<file path="config.mk">
export PLATFORM = sky130hd
export DESIGN_NAME = irq_controller
export DESIGN_NICKNAME = d
export VERILOG_FILES = /design/src/rtl/irq_controller.sv
export SDC_FILE = /design/constraint.sdc
export NUM_CORES = 1
export LEC_CHECK = 0
export CAP_MARGIN = 10
export CORE_MARGIN = 3
export CORE_UTILIZATION = 37
export DETAILED_ROUTE_END_ITERATION = 7
export PLACE_DENSITY = 0.83
export SYNTH_ARGS = -nofsm -noshare
export SYNTH_HDL_FRONTEND = slang
export SYNTH_SLANG_ARGS = --single-unit
export TNS_END_PERCENT = 20
</file>
<file path="constraint.sdc">
create_clock -name clk -period 1.6 [get_ports clk]
set_input_delay 0.16 -clock clk [delete_from_list [all_inputs] [get_ports clk]]
set_output_delay 0.16 -clock clk [all_outputs]
set_load 0.005 [all_outputs]
</file>
<file path="src/rtl/irq_controller.sv">
// irq_controller: latches rising edges of peripheral interrupt lines as pending,
// applies per-source masks and a global enable, and presents one request at a
// time to the core as an mcause value with a req/ack/done handshake. The
// watchdog line is non-maskable and always wins arbitration.
module irq_controller #(
   parameter int          NUM_SRC    = 4,
   parameter int          WDT_SRC    = 0,
   parameter logic [31:0] CAUSE_BASE = 32'h8000_0010
) (
   input  logic               clk,
   input  logic               rst,
   input  logic [NUM_SRC-1:0] irq_src,
   input  logic               global_en,
   input  logic               mask_we,
   input  logic [NUM_SRC-1:0] mask_wdata,
   output logic [NUM_SRC-1:0] mask,
   output logic [NUM_SRC-1:0] pending,
   output logic               irq_req,
   output logic [31:0]        irq_cause,
   input  logic               irq_ack,
   input  logic               irq_done,
   output logic               in_service
);

   localparam int SW = (NUM_SRC > 1) ? $clog2(NUM_SRC) : 1;
   localparam logic [NUM_SRC-1:0] WDT_ONEHOT = NUM_SRC'(1) << WDT_SRC;

   typedef enum logic [1:0] {IDLE, REQ, SERVICE} state_t;

   state_t             state_reg, state_next;
   logic [NUM_SRC-1:0] prev_reg;
   logic [NUM_SRC-1:0] pending_reg, pending_next;
   logic [NUM_SRC-1:0] mask_reg, mask_next;
   logic [SW-1:0]      sel_reg, sel_next;
   logic               irq_req_reg, irq_req_next;
   logic [31:0]        irq_cause_reg, irq_cause_next;
   logic               in_service_reg, in_service_next;

   logic [NUM_SRC-1:0] rise;
   logic [NUM_SRC-1:0] elig;
   logic [SW-1:0]      win;
   logic               ack_take;

   // A line counts as an edge when it is high now and was low last cycle; the
   // prev register resets to 0 so a line already high after reset still fires.
   assign rise     = irq_src & ~prev_reg;
   assign ack_take = (state_reg == REQ) && irq_ack;

   // The watchdog bit ignores both the mask and the global enable.
   assign elig = pending_reg & (WDT_ONEHOT | (mask_reg & {NUM_SRC{global_en}}));

   // A fresh edge on the acknowledged source beats the clear so it is not lost.
   genvar gi;
   generate
      for (gi = 0; gi < NUM_SRC; gi++) begin : g_pend
         assign pending_next[gi] = rise[gi] |
                                   (pending_reg[gi] & ~(ack_take && (sel_reg == SW'(gi))));
      end
   endgenerate

   // The watchdog bit of the stored mask is forced to 1 on every write.
   assign mask_next = mask_we ? (mask_wdata | WDT_ONEHOT) : mask_reg;

   // Arbitration: watchdog first, otherwise the lowest eligible index.
   always_comb begin
      win = '0;
      for (int i = NUM_SRC - 1; i >= 0; i--) begin
         if (elig[i]) win = SW'(i);
      end
      if (elig[WDT_SRC]) win = SW'(WDT_SRC);
   end

   // Next-state and registered-output logic; outputs hold unless a transition occurs.
   always_comb begin
      state_next      = state_reg;
      sel_next        = sel_reg;
      irq_req_next    = irq_req_reg;
      irq_cause_next  = irq_cause_reg;
      in_service_next = in_service_reg;
      case (state_reg)
         IDLE: begin
            if (|elig) begin
               state_next     = REQ;
               sel_next       = win;
               irq_req_next   = 1'b1;
               irq_cause_next = CAUSE_BASE + 32'(win);
            end
         end
         REQ: begin
            if (irq_ack) begin
               state_next      = SERVICE;
               irq_req_next    = 1'b0;
               in_service_next = 1'b1;
            end
         end
         SERVICE: begin
            if (irq_done) begin
               state_next      = IDLE;
               in_service_next = 1'b0;
            end
         end
         default: state_next = IDLE;
      endcase
   end

   // State and pending/mask registers with asynchronous active-low reset.
   always_ff @(posedge clk or negedge rst) begin
      if (!rst) begin
         state_reg      <= IDLE;
         prev_reg       <= '0;
         pending_reg    <= '0;
         mask_reg       <= '0;
         sel_reg        <= '0;
         irq_req_reg    <= 1'b0;
         irq_cause_reg  <= '0;
         in_service_reg <= 1'b0;
      end else begin
         state_reg      <= state_next;
         prev_reg       <= irq_src;
         pending_reg    <= pending_next;
         mask_reg       <= mask_next;
         sel_reg        <= sel_next;
         irq_req_reg    <= irq_req_next;
         irq_cause_reg  <= irq_cause_next;
         in_service_reg <= in_service_next;
      end
   end

   assign mask       = mask_reg | WDT_ONEHOT;
   assign pending    = pending_reg;
   assign irq_req    = irq_req_reg;
   assign irq_cause  = irq_cause_reg;
   assign in_service = in_service_reg;

endmodule

</file>
# [Word level (Yosys, flattened, before mapping)]
# Index checks and enable logic that the tools add are counted.
[word_totals] word_cells=61 in_bits=14 out_inout_bits=42 reg_bits=50
[classes] mux=14 n_reduce_logical=14 eq_ne=8 bitwise_logic=16 add_sub_neg=1
[op_table] cell="$add 32x2->32 const A" n=1
[op_table] cell="$mux 2" n=7
[op_table] cell="$and 4x4->4" n=3
[op_table] cell="$reduce_and 3->1" n=3
[op_table] cell="$eq 2x2->1 const B" n=3
[op_table] cell="$ne 2x2->1 const B" n=3
[op_table] cell="$pmux 2 s3" n=1
[op_table] cell="$logic_and 1x1->1" n=5
[op_table] cell="$and 1x1->1" n=4
[op_table] cell="$eq 2x1->1 const B" n=2
[op_table] cell="$logic_not 2->1" n=2
[op_table] cell="$mux 1" n=4
[op_table] cell="$not 1->1" n=4
[op_table] cell="$not 4->4" n=1
[op_table] cell="$or 1x1->1" n=4
[op_table] cell="$pmux 1 s2" n=2
[op_table] cell="$reduce_bool 2->1" n=2
[op_table] cell="$reduce_or 4->1" n=1
[op_table] cell="$reduce_and 2->1" n=1

# [Longest topological paths before layout]
[depth] word_depth=7 mapped_depth=4 ltp_nobuf=4

# [Worst setup path before layout]
# Ideal clock, no wire load.
[synth_path] path_kind="reg2reg" from="register mask_reg[2]" to="register irq_cause_reg[4], in the netlist irq_cause[4]" synth_period_minus_slack_ns=1.244 t_required_ns=1.476 path_slack_ns=0.356 arrival_time_ns=1.120 stages_incl_launch_ff=5 cell_sequence="dfrtp_1 > a22o_1 > a211oi_2 > nor4_2 > or2_1"
[synth_via] elab_chain_len=6
[synth_lines] element="from (decl)" line_no="33" text="logic [NUM_SRC-1:0] mask_reg, mask_next;"
[synth_lines] element="from (signal assigned)" line_no="121" text="mask_reg <= mask_next;"
[synth_lines] element="$and 4x4->4 * (2 in series)" line_no="50" text="assign elig = pending_reg & (WDT_ONEHOT | (mask_reg & {NUM_SRC{global_en}}));"
[synth_lines] element="$mux 2 (2 in series)" line_no="68" text="if (elig[i]) win = SW'(i);"
[synth_lines] element="$mux 2" line_no="70" text="if (elig[WDT_SRC]) win = SW'(WDT_SRC);"
[synth_lines] element="$add 32x2->32" line_no="86" text="irq_cause_next = CAUSE_BASE + 32'(win);"
[synth_lines] element="to (signal assigned)" line_no="124" text="irq_cause_reg <= irq_cause_next;"
[synth_lines] element="to (decl)" line_no="36" text="logic [31:0] irq_cause_reg, irq_cause_next;"
# Mark *: on every way between the ends. The rest lies on a longest branch, timed or not.
# A chain may end at the register's enable or synchronous reset.

# [Final worst setup path]
[layout_path] from="register irq_cause_reg[1], in the netlist irq_cause[1]" to="output irq_cause[1]"
[layout_lines] element="to (decl)" line_no="19" text="output logic [31:0] irq_cause,"
# No word-level cell between the ends.

==> impl_metrics.ini <==
[run_status]
status = finished, final reports clean

[global_routing]
grt_max_degree = 19
busiest_layer = met2
grt_pass1_vias = 642
use_met3_pct = 1.84
grt_use_total_pct = 11.7
grt.met1_usage_pct = 11.3
use_met2_pct = 21.8
antenna_found_initial = 0
grt_pass1_wl_um = 2860
grt.overflow.total = 0

[pwr]
p_leak_uw = 0.000523
power.total_uw = 1510
vdd_drop_max_mv = 0.797
cellPowerDensity_nw_per_um2 = 1300

[cells_and_area]
instances_no_fill = 147
layout_commonest_cell = conb_1
final_nets = 134
final_cell_mix = 29 x conb_1, 25 x clkdlybuf4s50_1, 18 x dfrtp_1
syn_to_final_growth_pct = 21.8
drive_above_1_share_pct = 10.1
antennaDiodeCount = 0

[placement]
place_hpwl_um = 1410
routabilityCongestion = 0.799
numPortBuffers = 25
place_ws_ns = 0.143
dp_cells = 143

[setup_path]
crit_arrival_ns = 1.33
path_delay_family = buffers and inverters
path_max_fanout = 6
critPathBufInv = 1
cp-end-kind = primary output
max_stage_delay_ns = 0.56
crit_chain = clkdlybuf4s50_1
crit_type = flip-flop to primary output
r2r_slack_ns = 0.13
critPathRequiredTime_ns = 1.44
crit_path_start_kind = flip-flop
crit_slowest_cell = clkdlybuf4s50_1

[timing]
slew_viol_final = 0
finalSetupViolCount = 0
fin_ws_ns = 0.106
fin_tns_setup_ns = 0
hold_viol_final = 0
fin_crit_ns = 1.49
timing.fmax_mhz = 669
skew_ns = 0.00493
rsz0062_at_grt = false
post-route-period-util_pct = 93.4

[floorplanning]
pin_count = 56
fp.dieH_um = 56.8
die_x_um = 56.8
initial_core_util_pct = 41.1
row_count = 17
die_area_sq_um = 3220
coreArea_sq_um = 2320

[detailed_routing]
num_vias = 667
detail_route.wl_per_cell_um = 12.1
initialDrtViolationCount = 8
remaining_drc_errors = 0
routed_wirelength_um = 1780
ant_nets = 0
avgViaCountPerCell = 4.54
dr.pass1.iters = 4

[yosys]
synth_top_area_share_pct = 47.2
yosys.area.top_type = dfrtp_1
synth.area.top_cells = dfrtp_1 47%, buf_4 24%, o21ai_0 4.2%, mux2_2 3.5%, inv_1 2.8%
yosys_register_bits = 18
synth_area_sq_um = 953
ys_types = 24
ys_seq_area_share_pct = 47.2
synthCells = 92
yosys_warnings = 0
avgSynthCellArea_sq_um = 10.4

[clock_tree]
root_buffer = clkbuf_4
clkTransAtPathRegs_ns = 0.10
clock_sinks = 18
cts_buffers = 3
clock_path_buffers = 2
cts_tree = built
cts_resized = 0
post_cts_buffers = 0
clock_latency_ns = 0.30
hold_buffers = 0
cts_max_level = 1

[worst_hold_path]
hold_path_class = input pin to async pin

[flow_run]
max_cap_violations = 0
## routing by layer
metal  part of all wire [%]  vias up
met5                      0        -
met4                    3.8        0
met3                    8.6        7
met2                     52       42
met1                     36      309
li1                       -      309
## metrics by stage
stage / hold slack [ns] / cell area (sq um) / utilization [%]
floorplan: -0.136 / 1050 / -
global placement: 0.404 / 1120 / 48.5
detailed placement: 0.408 / 1120 / 48.5
CTS: 0.173 / 1160 / 50.1
global route: 0.185 / 1160 / 50.1
finish: 0.170 / 1160 / 50.1
## path summary, 6_finish.rpt
path,start,endpoint,cells past startpoint
max,irq_cause[1]$_DFFE_PN0P_,irq_cause[1],1
min,rst,pending[1]$_DFF_PN0_,2
max reg2reg,mask_reg[2]$_DFFE_PN0P_,irq_cause[4]$_DFFE_PN0P_,5
min reg2reg,prev_reg[3]$_DFF_PN0_,pending[3]$_DFF_PN0_,1
max in group asynchronous,rst,state_reg[1]$_DFFE_PN0P_,2
min in group clk,irq_src[2],prev_reg[2]$_DFF_PN0_,1
## Yosys cell counts
| cell | number |
|---|---|
| o31ai_1 | 3 |
| clkbuf_2 | 1 |
| nand4_1 | 1 |
| buf_4 | 30 |
| nor4_2 | 1 |
| a211oi_2 | 1 |
| a22o_1 | 1 |
| o21ai_0 | 8 |
| a21oi_1 | 2 |
| inv_1 | 7 |
| nor2_1 | 2 |
| a211oi_1 | 1 |
| mux2i_1 | 1 |
| a21o_2 | 1 |
| a31o_1 | 1 |
| a32oi_1 | 1 |
| nand2_1 | 2 |
| nand3_1 | 2 |
| conb_1 | 2 |
| mux2_2 | 3 |
| or2_1 | 1 |
| nand3b_1 | 1 |
| a32o_1 | 1 |
| dfrtp_1 | 18 |
## layout make-up
class / count / area, sq um
clock buffers: 4 / 36.3
inverters: 7 / 26.3
fillers: 211 / 1160
repair buffers: 27 / 265
well taps: 28 / 35.0
multi-input cells: 63 / 348
flip-flops and latches: 18 / 450
## where the power goes
group	leakage [uW]	switching [uW]	internal, uW
registers	0.000202	146	564
logic	0.000300	212	304
clock network	0.0000210	145	139
## logic make-up (layout without fill, tap and decap cells)
family / Yosys count / count (layout) / share of synthesized area [%]
flip-flops: 18 / 18 / 47.2
AND/OR/NAND/NOR: 10 / 10 / 6.04
multiplexers: 4 / 4 / 4.59
other: 2 / 29 / 0.788
buffers and inverters: 38 / 38 / 26.9
AO/OA/AOI/OAI: 20 / 20 / 14.4
(Power assumes the default switching activity.)
